==> config.mk <==
export PLATFORM = sky130hd
export DESIGN_NAME = servo_sequencer
export DESIGN_NICKNAME = d
export VERILOG_FILES = /design/src/rtl/servo_pkg.sv /design/src/rtl/tick_gen.sv /design/src/rtl/servo_sequencer.sv
export SDC_FILE = /design/constraint.sdc
export NUM_CORES = 1
export LEC_CHECK = 0
export ABC_AREA = 1
export BUFFER_PORTS_ARGS = -buffer_cell sky130_fd_sc_hd__buf_2
export CELL_PAD_IN_SITES_DETAIL_PLACEMENT = 0
export CELL_PAD_IN_SITES_GLOBAL_PLACEMENT = 1
export CORE_MARGIN = 2
export CORE_UTILIZATION = 35
export CTS_CLUSTER_DIAMETER = 120
export DETAILED_ROUTE_END_ITERATION = 8
export PLACE_DENSITY_LB_ADDON = 0.1
export SLEW_MARGIN = 25
export SYNTH_ARGS = -nofsm -noshare
export SYNTH_HDL_FRONTEND = slang
export SYNTH_HIERARCHICAL = 1
export SYNTH_SLANG_ARGS = --single-unit
==> constraint.sdc <==
create_clock -name clk_100M -period 3.97 [get_ports clk_100M]
set_clock_uncertainty 0.15 [all_clocks]
set_input_delay 0.1985 -clock clk_100M [delete_from_list [all_inputs] [get_ports clk_100M]]
set_output_delay 0.1985 -clock clk_100M [all_outputs]
set_load 0.03 [all_outputs]
==> src/rtl/servo_pkg.sv <==
// Shared servo definitions: waypoint field layout, clamp limits and the sequencer state encoding.
package servo_pkg;

    localparam int ANGLE_W = 8;
    localparam int SPEED_W = 4;
    localparam int DWELL_W = 8;
    localparam int ENTRY_W = DWELL_W + SPEED_W + ANGLE_W;

    localparam logic [ANGLE_W-1:0] MAX_ANGLE = 8'd180;
    localparam logic [SPEED_W-1:0] MAX_SPEED = 4'd10;

    typedef enum logic [1:0] {
        IDLE    = 2'd0,
        LOAD    = 2'd1,
        DWELL   = 2'd2,
        ADVANCE = 2'd3
    } seq_state_t;

    typedef struct packed {
        logic [DWELL_W-1:0] dwell;
        logic [SPEED_W-1:0] speed;
        logic [ANGLE_W-1:0] angle;
    } waypoint_t;

    // Saturate angle and speed to what the servo controller accepts; dwell passes through.
    function automatic waypoint_t clamp_entry(input waypoint_t raw);
        waypoint_t c;
        c = raw;
        if (raw.angle > MAX_ANGLE) c.angle = MAX_ANGLE;
        if (raw.speed > MAX_SPEED) c.speed = MAX_SPEED;
        return c;
    endfunction

endpackage

==> src/rtl/tick_gen.sv <==
// Dwell prescaler: one-cycle tick every TICK_DIV cycles, restarted by clear.
module tick_gen #(
    parameter int TICK_DIV = 1000000
) (
    input  logic clk_100M,
    input  logic rst_n,
    input  logic clear,
    output logic tick
);

    localparam int CNT_W = (TICK_DIV > 1) ? $clog2(TICK_DIV) : 1;
    localparam logic [CNT_W-1:0] LAST = CNT_W'(TICK_DIV - 1);

    logic [CNT_W-1:0] r_count;

    // NOTE: sequential state uses non-blocking assignments so every flop samples pre-edge values.
    always_ff @(posedge clk_100M or negedge rst_n) begin
        if (!rst_n) begin
            r_count <= '0;
        end else if (clear || r_count == LAST) begin
            r_count <= '0;
        end else begin
            r_count <= r_count + 1'b1;
        end
    end

    assign tick = !clear && (r_count == LAST);

endmodule

==> src/rtl/servo_sequencer.sv <==
// Waypoint sequencer: plays a clamped table of {angle, speed, dwell} entries into a servo controller.
module servo_sequencer
    import servo_pkg::*;
#(
    parameter int TICK_DIV = 1000000,
    parameter int DEPTH    = 8
) (
    input  logic               clk_100M,
    input  logic               rst_n,
    input  logic               wr_en,
    input  logic [2:0]         wr_addr,
    input  logic [ENTRY_W-1:0] wr_data,
    input  logic [3:0]         num_steps,
    input  logic               loop,
    input  logic               start,
    input  logic               stop,
    output logic [ANGLE_W-1:0] angle,
    output logic [SPEED_W-1:0] speed,
    output logic               servo_en,
    output logic               busy,
    output logic [2:0]         step_idx,
    output logic               done
);

    seq_state_t         r_state;
    seq_state_t         w_next_state;
    waypoint_t          r_table [DEPTH];
    logic [ANGLE_W-1:0] r_angle;
    logic [SPEED_W-1:0] r_speed;
    logic [2:0]         r_step_idx;
    logic [DWELL_W-1:0] r_dwell_cnt;
    logic               r_done;

    waypoint_t          w_entry;
    logic [DWELL_W-1:0] w_dwell_load;
    logic               w_tick;
    logic               w_steps_valid;
    logic               w_last;
    logic               w_abort;

    assign w_entry       = r_table[r_step_idx];
    assign w_dwell_load  = (w_entry.dwell == '0) ? DWELL_W'(1) : w_entry.dwell;
    assign w_steps_valid = (num_steps != 4'd0) && (num_steps <= 4'd8);
    // An out-of-range step index (num_steps shrunk mid-run) is treated as the last entry.
    assign w_last        = ({1'b0, r_step_idx} + 4'd1) >= num_steps;
    assign w_abort       = stop && (r_state != IDLE);

    tick_gen #(
        .TICK_DIV(TICK_DIV)
    ) u_tick_gen (
        .clk_100M(clk_100M),
        .rst_n   (rst_n),
        .clear   (r_state == LOAD),
        .tick    (w_tick)
    );

    // NOTE: the table is reset explicitly so a post-reset run sees zeroed entries, not stale data.
    always_ff @(posedge clk_100M or negedge rst_n) begin
        if (!rst_n) begin
            for (int i = 0; i < DEPTH; i++) r_table[i] <= '0;
        end else if (wr_en) begin
            r_table[wr_addr] <= clamp_entry(waypoint_t'(wr_data));
        end
    end

    always_ff @(posedge clk_100M or negedge rst_n) begin
        if (!rst_n) r_state <= IDLE;
        else        r_state <= w_next_state;
    end

    // NOTE: next state defaults to the current state first so no path leaves it unassigned (no latch).
    always_comb begin
        w_next_state = r_state;
        case (r_state)
            IDLE:    if (start && !stop && w_steps_valid) w_next_state = LOAD;
            LOAD:    w_next_state = DWELL;
            DWELL:   if (w_tick && r_dwell_cnt <= DWELL_W'(1)) w_next_state = ADVANCE;
            ADVANCE: w_next_state = (w_last && !loop) ? IDLE : LOAD;
            default: w_next_state = IDLE;
        endcase
        if (w_abort) w_next_state = IDLE;
    end

    always_ff @(posedge clk_100M or negedge rst_n) begin
        if (!rst_n) begin
            r_angle     <= '0;
            r_speed     <= '0;
            r_step_idx  <= '0;
            r_dwell_cnt <= '0;
            r_done      <= 1'b0;
        end else begin
            r_done <= (r_state == ADVANCE) && (w_next_state == IDLE) && !stop;
            if (!w_abort) begin
                if (r_state == IDLE && w_next_state == LOAD) r_step_idx <= '0;
                if (r_state == LOAD) begin
                    r_angle     <= w_entry.angle;
                    r_speed     <= w_entry.speed;
                    r_dwell_cnt <= w_dwell_load;
                end
                if (r_state == DWELL && w_tick && r_dwell_cnt != '0) r_dwell_cnt <= r_dwell_cnt - 1'b1;
                if (r_state == ADVANCE && w_next_state == LOAD) r_step_idx <= w_last ? 3'd0 : r_step_idx + 3'd1;
            end
        end
    end

    assign angle    = r_angle;
    assign speed    = r_speed;
    assign busy     = (r_state != IDLE);
    assign servo_en = busy;
    assign step_idx = r_step_idx;
    assign done     = r_done;

endmodule

# Yosys cells after proc, flatten, opt, wreduce, memory -nomap -nowiden
# Index checks and enable logic that the tools add are counted.
# op_classes
n_reduce_logical	29
n_eq_ne	5
n_addsub	4
n_lt_le_gt_ge	8
muxes	22
mul	0
bitwise	3
div	0
shifts	0
# ops
operator	count
160-bit bitwise mux	1
20-bit 2-to-1 mux	4
20-bit binary-select mux with 3-bit select	1
20-bit demux with 3-bit select	1
8-bit 2-to-1 mux	5
20-bit by 1-bit adder with 20-bit output (second input constant)	1
20-bit == test (second input constant)	1
1-bit logical AND	14
3-bit 2-to-1 mux	3
4-bit greater-or-equal comparator (second input constant)	2
8-bit greater-than comparator (second input constant)	1
8-bit by 1-bit less-or-equal comparator with 1-bit output (second input constant)	1
8-bit logical NOT	1
4-bit 2-to-1 mux	2
3-bit NOT with 4-bit output	2
2-bit case mux with 4 select lines	1
8-bit nonzero test	1
8-bit by 1-bit subtractor with 8-bit output (second input constant)	1
2-bit 2-to-1 mux	3
2-bit AND reduction	3
2-bit nonzero test	3
3-bit by 1-bit adder with 4-bit output (second input constant)	1
2-bit by 1-bit == test with 1-bit output (second input constant)	2
2-bit == test (second input constant)	2
11 further kinds	14
# totals
n_memories	0
out_inout_bits	18
latch_bits	0
mem_bits_rw	0
rom_bits	0
ff_bits	206

# Depth between registers and ports, before layout
# depth
depth_word	11
depth_mapped	16
depth_no_buf	15

# Hierarchy
# Netlist, hierarchy kept.
# by_module_without_submodules
module	cells_per_inst	area_each_um2	instances
servo_sequencer	1148	9004.9	1
tick_gen	159	1204.9	1

# Worst setup path after synthesis
# OpenSTA, ideal clock, no wires.
# synth_path
kind	flip-flop to flip-flop
startpoint	register r_step_idx[1] (netlist: step_idx[1])
endpoint	register r_step_idx[1] (netlist: step_idx[1])
stages_incl_launch_ff	17
path_slack_ps	1529
required_time_ps	3694
synth_period_minus_slack_ps	2441
arrival_ps	2165
path_buffers	3
path_cell_list	dfrtp_1 > buf_2 > inv_1 > buf_4 > buf_2 > nor3_1 > ha_1 > nand2_1 > inv_1 > nand3_1 > nand3_1 > nand2_1 > nand2_1 > nand2_1 > nand3_1 > nand2_1 > o21ai_0
# synth_via
elab_chain_len	10
# synth_lines
item	line_no	text
start, declared	servo_sequencer.sv:30	logic [2:0] r_step_idx;
start signal, assigned	servo_sequencer.sv:101	if (r_state == ADVANCE && w_next_state == LOAD) r_step_idx <= w_last ? 3'd0 : r_step_idx + 3'd1;
3-bit by 1-bit adder with 4-bit output	servo_sequencer.sv:45	assign w_last = ({1'b0, r_step_idx} + 4'd1) >= num_steps;
4-bit greater-or-equal comparator	servo_sequencer.sv:45	
1-bit logical AND	servo_sequencer.sv:78	ADVANCE: w_next_state = (w_last && !loop) ? IDLE : LOAD;
1-bit 2-to-1 mux	servo_sequencer.sv:78	
2-bit case mux with 4 select lines	servo_sequencer.sv:74	case (r_state)
2-bit 2-to-1 mux	servo_sequencer.sv:81	if (w_abort) w_next_state = IDLE;
2-bit by 1-bit == test with 1-bit output	servo_sequencer.sv:94, servo_sequencer.sv:101	
1-bit logical AND, on equally long branches	servo_sequencer.sv:94, servo_sequencer.sv:101	
2-bit nonzero test (no source line)	-	
2-bit AND reduction (no source line)	-	
# Several ways; a longest one is shown, not always the timed one.
# A chain may end at the register's enable or synchronous reset.

# Worst setup path in the final report
# layout_path
startpoint	register u_tick_gen.r_count[0]
endpoint	register r_dwell_cnt[7]
# layout_via
elab_chain_len	6
# layout_lines
item	line_no	text
start, declared	tick_gen.sv:14	logic [CNT_W-1:0] r_count;
start signal, assigned	tick_gen.sv:23	r_count <= r_count + 1'b1;
20-bit == test (*)	tick_gen.sv:27	assign tick = !clear && (r_count == LAST);
1-bit logical AND (*)	tick_gen.sv:27	
named net w_tick	servo_sequencer.sv:36	logic w_tick;
1-bit logical AND (*) (2 in a row)	servo_sequencer.sv:100	if (r_state == DWELL && w_tick && r_dwell_cnt != '0) r_dwell_cnt <= r_dwell_cnt - 1'b1;
2-bit nonzero test (no source line)	-	
2-bit AND reduction (no source line)	-	
end signal, assigned	servo_sequencer.sv:98	r_dwell_cnt <= w_dwell_load;
end signal, assigned	servo_sequencer.sv:100	
end, declared	servo_sequencer.sv:31	logic [DWELL_W-1:0] r_dwell_cnt;
# Mark *: on every way through the listed nets, which the timed path passes. The rest lies on a longest branch.

==> results.sh <==
export IMPL_ir_drop_v=0.000235
export IMPL_synth_cell_types=36
export IMPL_synth_warnings=6
export IMPL_final_layout_size_suffix_gt1_share_pct=10.4
export IMPL_p_seq_share_pct=41.2
export IMPL_root_buffer="clkbuf_16"
export IMPL_synth_simple_area_share_pct=24.3
export IMPL_portBuffers=50
export IMPL_ys_top_cells_by_count="nand2_1 (368), dfrtp_1 (206), o21ai_0 (181)"
export IMPL_setup_violations=0
export IMPL_dieArea_um2=30600
export IMPL_dr_max_layer_used="met4"
export IMPL_cts_setup_buffers=0
export IMPL_cts_tree="done"
export IMPL_dr_wl_met3_um=1230
export IMPL_vias=8450
export IMPL_p_leak_nw=5.56
export IMPL_synth_xor_area_share_pct=1.12
export IMPL_power_switching_mw=2.32
export IMPL_whs_ns=0.0130
export IMPL_rows=62
export IMPL_clock_sinks=206
export IMPL_hold_viol=0
export IMPL_hold_class="primary input to flip-flop"
export IMPL_nets=1394
export IMPL_synth_top_area_share_pct=50.5
export IMPL_grt_pass1_vias=8260
export IMPL_timing_fmax_ghz=0.407
export IMPL_critPathMaxFanout=11
export IMPL_antenna_left=0
export IMPL_async_flop_share_pct=100
export IMPL_clk_pin_slew_ns=0.06
export IMPL_clk_latency_ns=0.53
export IMPL_power_density_nw_per_um2=572
export IMPL_io_pins=51
export IMPL_syn_area_um2=10200
export IMPL_grt_pass1_wl_um=46700
export IMPL_wl_met2_um=13400
export IMPL_period_needed_ns=2.46
export IMPL_max_slew_worst_pin_slew_ns=0.844
export IMPL_critPathKind="flip-flop to flip-flop"
export IMPL_synth_ff_type="dfrtp_1"
export IMPL_stdcell_count=1751
export IMPL_cp_data_arrival_time_ns=2.71
export IMPL_p_clk_share_pct=32.5
export IMPL_synthCells=1307
export IMPL_ys_top_cells_by_area="dfrtp_1 (50%), nand2_1 (14%), o21ai_0 (8.9%)"
export IMPL_cp_end_kind="flip-flop"
export IMPL_p_sw_share_pct=34.6
export IMPL_maxCapViolCount=0
export IMPL_avgSynthCellArea_um2=7.81
export IMPL_synth_yosys_seq_area_share_pct=50.5
export IMPL_synth_top_area_cell="dfrtp_1"
export IMPL_power_total_mw=6.70
export IMPL_antenna_found_initial=0
export IMPL_cts_htree_levels=1
export IMPL_slew_headroom_pct=43.7
export IMPL_avgViaCountPerCell=4.83
export IMPL_fin_crit_sh_pct=61.9
export IMPL_tns_ns=0
export IMPL_drt_met1_wl_um=14000
export IMPL_final_util_pct=40.8
export IMPL_diodes=0
export IMPL_gr_total_overflow=0
export IMPL_drt_iter0_markers=574
export IMPL_rsz0062_at_grt="false"
export IMPL_synth_mux_area_share_pct=0
export IMPL_dpl_hpwl_um=17600
export IMPL_startpoint_type="flip-flop"
export IMPL_combPwrFrac_pct=26.3
export IMPL_cts_buffers=25
export IMPL_slew_violations=0
export IMPL_post_synth_top_count_cell="nand2_1"
export IMPL_gp_congestion=0.766
export IMPL_synth_top_family_by_area="simple AND/OR/NAND/NOR gates"
export IMPL_synth_fa_ha_area_share_pct=1.47
export IMPL_grt_max_degree=112
export IMPL_cp_required_ns=4.22
export IMPL_remaining_drc_errors=0
export IMPL_wirelength_um=29100
export IMPL_initial_utilization_pct=35.6
export IMPL_avgRoutedWirePerCell_um=16.6
export IMPL_drt_first_pass_iters=5
export IMPL_synth_nets=1352
export IMPL_p_int_mw=4.38
export IMPL_synth_compound_area_share_pct=13.8
export IMPL_yosys_register_bits=206
export IMPL_die_width_um=175
export IMPL_outcome="finished clean"
export IMPL_die_h_um=175
export IMPL_track_usage_pct=19.4
export IMPL_core_um2=28700
export IMPL_cts_buffer_depth=3
export IMPL_post_place_cells=1689
export IMPL_synth_edf_count=0
export IMPL_syn_to_final_growth_pct=14.6
layout make-up:
| cell class | count | area, µm² |
|---|---|---|
| clock buffer | 38 | 734 |
| timing repair buffer | 85 | 582 |
| clock inverter | 7 | 38.8 |
| tap | 384 | 480 |
| sequential | 206 | 5160 |
| inverter | 145 | 544 |
| multi-input combinational | 886 | 4160 |
| fill | 3034 | 17000 |
what timing repair did:
| action | in CTS | in global routing |
|---|---|---|
| hold buffers | 17 | 0 |
| endpoints found under the hold margin | 184 | 0 |
| resized for setup | 0 | 0 |
stage by stage:
step	instance area, µm²	worst slack, ns
after detailed placement	10800	1.54
after CTS	11700	1.51
final	11700	1.51
after global placement	10800	1.49
after global routing	11700	1.29
after floorplan	10200	1.53
power by group through the flow:
stage,sequential [mW],clock [mW],combinational [mW]
final,2.76,2.18,1.76
after global routing,2.81,2.32,2.04
after CTS,2.76,2.24,1.80
after detailed placement,2.79,0,1.77
after global placement,2.78,0,1.77
after floorplan,2.86,0,1.21
cells in the final DEF (no fill, tap or decap), drive strengths merged:
cell type / netlist / routed
nand3b: 1 / 1
dfrtp: 206 / 206
inv: 145 / 146
o221ai: 7 / 7
xor2: 9 / 9
xnor2: 4 / 4
clkbuf: 37 / 38
and2: 2 / 2
clkinv: 0 / 6
o22ai: 1 / 1
or2: 3 / 3
a22o: 6 / 6
a31oi: 4 / 4
nand3: 78 / 78
o21ai: 189 / 189
dlygate4sd3: 0 / 17
a21oi: 40 / 40
o21bai: 1 / 1
nand4: 7 / 7
nand2: 370 / 370
o211ai: 13 / 13
nor2: 136 / 136
ha: 12 / 12
buf: 33 / 68
nor3: 3 / 3
worst paths after layout:
check	from	to	slack [ns]	cells after the start
max	u_tick_gen/r_count[0]	r_dwell_cnt[7]	1.51	10
min	wr_data[1]	r_table[141]	0.01	3
max reg2reg	u_tick_gen/r_count[0]	r_dwell_cnt[7]	1.51	10
min reg2reg	r_table[54]	r_table[54]	0.32	2
max in group asynchronous	rst_n	r_table[28]	2.60	3
min in group asynchronous	rst_n	r_table[34]	0.12	2
sequential cells by signal, indices dropped and copies added (netlist names):
signal,count
r_table,160
u_tick_gen/r_count,20
angle,8
r_dwell_cnt,8
speed,4
step_idx,3
r_state,2
done,1
critical path, cell delays in order (launching register included):
cell and delay [ns]:
dfrtp_1 0.41, ha_1 0.27, nand3_2 0.13, nor2_4 0.18, nand3_4 0.11, nor2_1 0.10
nand2_1 0.08, nor2_2 0.43, o21ai_2 0.21, o21ai_0 0.19, nand2_1 0.06
kinds of logic after synthesis:
family	Yosys count
AOI/OAI and AO/OA	261
buffers and inverters	215
DFF	206
and+or+nand+nor	600
xor gates and xnor gates	13
adders and majority gates	12
layer usage:
metal  up-vias  GRT usage (%)
met5         -              0
met4         0           4.13
met3        38           2.76
met2       151           31.9
met1      4020           27.3
li1       4241              -
Note: power is estimated with default switching activity, not from simulation.
